[config.mk]
export PLATFORM = sky130hd
export DESIGN_NAME = bram_arbiter
export DESIGN_NICKNAME = d
export VERILOG_FILES = /design/src/rtl/bram_arbiter.sv
export SDC_FILE = /design/constraint.sdc
export NUM_CORES = 2
export LEC_CHECK = 0
export CAP_MARGIN = 20
export CORE_ASPECT_RATIO = 1.2
export CORE_MARGIN = 2
export CORE_UTILIZATION = 50
export DETAILED_ROUTE_END_ITERATION = 7
export GPL_ROUTABILITY_DRIVEN = 0
export GPL_TIMING_DRIVEN = 1
export PLACE_DENSITY = 0.68
export SETUP_SLACK_MARGIN = 0.2
export SLEW_MARGIN = 20
export SYNTH_ARGS = -nofsm -noshare
export SYNTH_HDL_FRONTEND = slang
export SYNTH_SLANG_ARGS = --single-unit
[constraint.sdc]
create_clock -name clk -period 14.67 [get_ports clk]
set_input_delay 1.467 -clock clk [delete_from_list [all_inputs] [get_ports clk]]
set_output_delay 1.467 -clock clk [all_outputs]
set_load 0.02 [all_outputs]
[src/rtl/bram_arbiter.sv]
// Round-robin two-port front end for a single-port block RAM with 2-cycle registered reads.
// The RAM (address and output registers cleared by aclr) is modelled inline.
module bram_arbiter #(
  parameter int unsigned ADDR_          = 8,
  parameter int unsigned DATA_          = 8,
  parameter bit          CLEAR_ON_RESET = 1'b1
) (
  input  logic             clk,
  input  logic             aclr_n,
  input  logic             a_req,
  input  logic             a_we,
  input  logic [ADDR_-1:0] a_addr,
  input  logic [DATA_-1:0] a_din,
  output logic             a_rdy,
  output logic             a_rvalid,
  output logic [DATA_-1:0] a_rdata,
  input  logic             b_req,
  input  logic             b_we,
  input  logic [ADDR_-1:0] b_addr,
  input  logic [DATA_-1:0] b_din,
  output logic             b_rdy,
  output logic             b_rvalid,
  output logic [DATA_-1:0] b_rdata,
  output logic             init_done
);

  localparam int unsigned Words = 2 ** ADDR_;
  localparam logic [ADDR_-1:0] LastAddr = {ADDR_{1'b1}};

  typedef enum logic [0:0] {StClear, StRun} state_e;

  state_e           state_q, state_d;
  logic [ADDR_-1:0] clr_cnt_q, clr_cnt_d;
  logic             last_b_q, last_b_d;  // 1 = port B was granted most recently
  logic             win_a, win_b;

  logic             ram_we;
  logic [ADDR_-1:0] ram_addr;
  logic [DATA_-1:0] ram_din;

  // Read tracking: bit 0 = accepted last cycle, bit 1 = response due this cycle
  logic [1:0]       rd_vld_q;
  logic [1:0]       rd_port_q;

  always_comb begin
    state_d   = state_q;
    clr_cnt_d = clr_cnt_q;
    last_b_d  = last_b_q;
    win_a     = 1'b0;
    win_b     = 1'b0;
    ram_we    = 1'b0;
    ram_addr  = a_addr;
    ram_din   = a_din;
    unique case (state_q)
      StClear: begin
        ram_we    = 1'b1;
        ram_addr  = clr_cnt_q;
        ram_din   = '0;
        clr_cnt_d = clr_cnt_q + 1'b1;
        if (clr_cnt_q == LastAddr) begin
          state_d   = StRun;
          clr_cnt_d = '0;
        end
      end
      StRun: begin
        win_a = a_req & (~b_req | last_b_q);
        win_b = b_req & ~win_a;
        if (win_a) begin
          ram_we   = a_we;
          ram_addr = a_addr;
          ram_din  = a_din;
          last_b_d = 1'b0;
        end else if (win_b) begin
          ram_we   = b_we;
          ram_addr = b_addr;
          ram_din  = b_din;
          last_b_d = 1'b1;
        end
      end
      default: state_d = StClear;
    endcase
  end

  always_ff @(posedge clk or negedge aclr_n) begin
    if (!aclr_n) begin
      state_q   <= CLEAR_ON_RESET ? StClear : StRun;
      clr_cnt_q <= '0;
      last_b_q  <= 1'b1;
      rd_vld_q  <= 2'b00;
      rd_port_q <= 2'b00;
    end else begin
      state_q   <= state_d;
      clr_cnt_q <= clr_cnt_d;
      last_b_q  <= last_b_d;
      rd_vld_q  <= {rd_vld_q[0], (win_a & ~a_we) | (win_b & ~b_we)};
      rd_port_q <= {rd_port_q[0], win_b};
    end
  end

  assign a_rdy     = win_a;
  assign b_rdy     = win_b;
  assign a_rvalid  = rd_vld_q[1] & ~rd_port_q[1];
  assign b_rvalid  = rd_vld_q[1] & rd_port_q[1];
  assign init_done = (state_q == StRun);

  // Block RAM: registered address, registered output, array itself not reset.
  logic [DATA_-1:0] mem [Words];
  logic [ADDR_-1:0] addr_q;
  logic [DATA_-1:0] q_q;

  always_ff @(posedge clk) begin
    if (ram_we) begin
      mem[ram_addr] <= ram_din;
    end
  end

  // The array read sees writes committed on earlier edges, so write-then-read returns new data.
  always_ff @(posedge clk or negedge aclr_n) begin
    if (!aclr_n) begin
      addr_q <= '0;
      q_q    <= '0;
    end else begin
      addr_q <= ram_addr;
      q_q    <= mem[addr_q];
    end
  end

  assign a_rdata = q_q;
  assign b_rdata = q_q;

endmodule

==> flow_metrics.env <==
export IMPL_outcome="finished clean"
export IMPL_drc=0
export IMPL_track_usage_pct=25.0
export IMPL_crit_path_top_delay_cell="dfrtp_4"
export IMPL_cts_made_buffers=185
export IMPL_reg2reg_depth=9
export IMPL_num_vias=40500
export IMPL_period_minus_slack_ps=5080
export IMPL_h_tree_depth=4
export IMPL_ys_seq_area_share_pct=76.4
export IMPL_synth_seq_cells=2078
export IMPL_r2r_end="a_rdata[5]"
export IMPL_ctsHoldBuffers=0
export IMPL_setup_viol=0
export IMPL_viasPerCell=6.39
export IMPL_root_buffer="clkbuf_16"
export IMPL_min_path_type="flip-flop to flip-flop"
export IMPL_route_detailed_wl_per_inst_um=32.5
export IMPL_grt_pass1_vias=40400
export IMPL_wl_mm=206
export IMPL_critPathLaunchType="flip-flop"
export IMPL_fmax_mhz=197
export IMPL_firstDrtPassIters=7
export IMPL_grt_pass1_wl_mm=294
export IMPL_drt_iter0_markers=5357
export IMPL_synth_commonest_cells="edfxtp_1, mux4_2, nor2_1, mux2i_1, nand2_1"
export IMPL_hold_path_startpoint="rd_port_q[0]"
export IMPL_clock_sinks=2078
export IMPL_max_slew_margin_rel_pct=13.9
export IMPL_clkSlewWorstSetupHoldPaths_ps=70
export IMPL_coreArea_um2=162000
export IMPL_dp_final_hpwl_mm=124
export IMPL_clock_path_buffers=3
export IMPL_maxSlewViolCount=0
export IMPL_io_buffers=58
export IMPL_crit_fanout=79
export IMPL_vdd_drop_max_uv=137
export IMPL_layout_drive_gt1_share_pct=19.3
export IMPL_cpPeakStageDelay_ps=820
export IMPL_cp_end_kind="flip-flop"
export IMPL_antenna_found_initial=7
export IMPL_io_pins=59
export IMPL_setup_tns_ps=0
export IMPL_crit_start="addr_q[0]"
export IMPL_syn_area_um2=81500
export IMPL_fp_dieW_um=372
export IMPL_rsz0062_at_grt="false"
export IMPL_post_cts_resized=0
export IMPL_yosysTopAreaCell="edfxtp_1"
export IMPL_post_route_period_util_pct=34.6
export IMPL_final_nets=4082
export IMPL_synthArstFlopShare_pct=1.44
export IMPL_crit_path_end="a_rdata[5]"
export IMPL_cts_tree="done"
export IMPL_cts_setup_buffers=0
export IMPL_syn_inst=3974
export IMPL_route_antenna_remaining_nets=0
export IMPL_fin_worst_skew_ps=27.8
export IMPL_crit_top_cell="buf_12"
export IMPL_power_total_mw=11.2
export IMPL_synth_top_area_share_pct=75.5
export IMPL_avgSynthCellArea_um2=20.5
export IMPL_synth_cell_type_count=81
export IMPL_cap_violations=0
export IMPL_dieArea_um2=166000
export IMPL_syn_to_final_growth_pct=10.2
export IMPL_die_y_um=446
export IMPL_rows=162
export IMPL_grt_max_degree=181
export IMPL_start_util_pct=50.2
export IMPL_r2r_start="addr_q[0]"
export IMPL_insertion_delay_ps=830
export IMPL_tightest_slew_ps=1290
export IMPL_yosys_warnings=0
export IMPL_cp_cell_sequence="buf_12, buf_12, buf_4, mux2i_1, o221ai_1, a21oi_1, nor3_1, a211oi_1, nor4_2"
export IMPL_r2r_setup_slack_ps=9590
export IMPL_synth_fp_nets=4013
export IMPL_synth_area_top_cells="edfxtp_1, mux4_2, mux2i_1"
export IMPL_worstSetupPathType="flip-flop to flip-flop"
export IMPL_p_leak_nw=21.6
export IMPL_cp_data_required_time_ps=15410
export IMPL_synth_edf_count=2048
export IMPL_synth_most_common_cell="edfxtp_1"
export IMPL_arrival_ps=5820
export IMPL_gr_total_overflow=0
export IMPL_hold_viol=0
export IMPL_synth_flop_cell="edfxtp_1"
export IMPL_powerDensity_nw_per_um2=125
## per-stage QoR
stage / setup WS, ps / util [%] / hold slack, ps / cell area, µm² / instances
finish: 9590 / 55.3 / 353 / 89700 / 6331
global route: 9380 / 55.3 / 358 / 89700 / 6329
CTS: 9550 / 55.3 / 356 / 89700 / 6328
detailed placement: 8810 / 51.7 / 341 / 83800 / 5988
global placement: 9030 / 51.7 / 335 / 83800 / 5988
floorplan: 4590 / - / 331 / 81500 / 3974
## power by group
group	switching [mW]	internal, mW
Combinational	0.00822	0.0103
Sequential	0	6.42
Clock	2.14	2.63
Total	2.14	9.06
## cells in the final DEF, fill, tap and decap left out, types with 32 or more instances in the layout
cell type	synthesis	routed
mux2i_1	190	190
nand2_1	107	107
nor2_1	312	310
a22oi_1	100	100
edfxtp_1	2048	2048
clkinv_2	0	32
mux4_2	401	401
clkinv_1	0	47
buf_4	47	59
clkdlybuf4s50_1	0	57
o22ai_1	39	39
a21oi_1	85	85
o221ai_1	45	45
clkbuf_16	0	187
## layer usage
| layer | wire (µm) | part of all wire, % | vias to the layer above | global-route usage [%] |
|---|---|---|---|---|
| li1 | - | - | 16600 | - |
| met3 | 18400 | 8.9 | 432 | 4.50 |
| met4 | 9420 | 4.6 | 6 | 10.9 |
| met5 | 41 | 0.020 | - | 0 |
| met1 | 75800 | 37 | 21100 | 33.3 |
| met2 | 102000 | 50 | 2307 | 40.5 |
## cell type report
class | count | area [µm²]
Timing Repair Buffer | 130 | 1280
Tap cell | 2132 | 2670
Fill cell | 12000 | 72400
Antenna cell | 3 | 7.51
Sequential cell | 2078 | 62300
Multi-Input combinational cell | 1639 | 17600
Clock inverter | 121 | 1120
Clock buffer | 219 | 4810
Inverter | 9 | 36.3
## cells by family (layout without fill, tap and decap cells)
kind of cell	Yosys count	count (layout)	synth area share, %
flops	2078	2078	76.4
other cells	0	3	0
simple gates	553	553	3.01
xor+xnor	5	5	0.0538
compound gates	457	457	4.03
fa+ha+maj	1	1	0.0154
buf+inv	257	479	2.25
mux	623	623	14.2
## flip-flops by register name, indices dropped and copies added (netlist names)
| register | cells |
|---|---|
| a_rdata | 8 |
| addr_q | 8 |
| clr_cnt_q | 8 |
| init_done | 1 |
| last_b_q | 1 |
| mem | 2048 |
| rd_port_q | 2 |
| rd_vld_q | 2 |
## worst max-delay path: cells and delay by family, from the launching register on
kind / cells / cell delay (ps)
AOI/OAI and AO/OA: 3 / 800
buffers and inverters: 3 / 1670
DFF: 1 / 820
muxes: 1 / 210
and+or+nand+nor: 2 / 1130
## worst min-delay path by stage
stage                     slack [ps]           end  cells past startpoint
after CTS                        360  rd_port_q[1]                      0
after global placement           340   rd_vld_q[1]                      0
after global routing             360  rd_port_q[1]                      0
final                            350  rd_port_q[1]                      0
after floorplan                  330  rd_port_q[1]                      0
after detailed placement         340  rd_port_q[1]                      0
(Power assumes the default switching activity.)
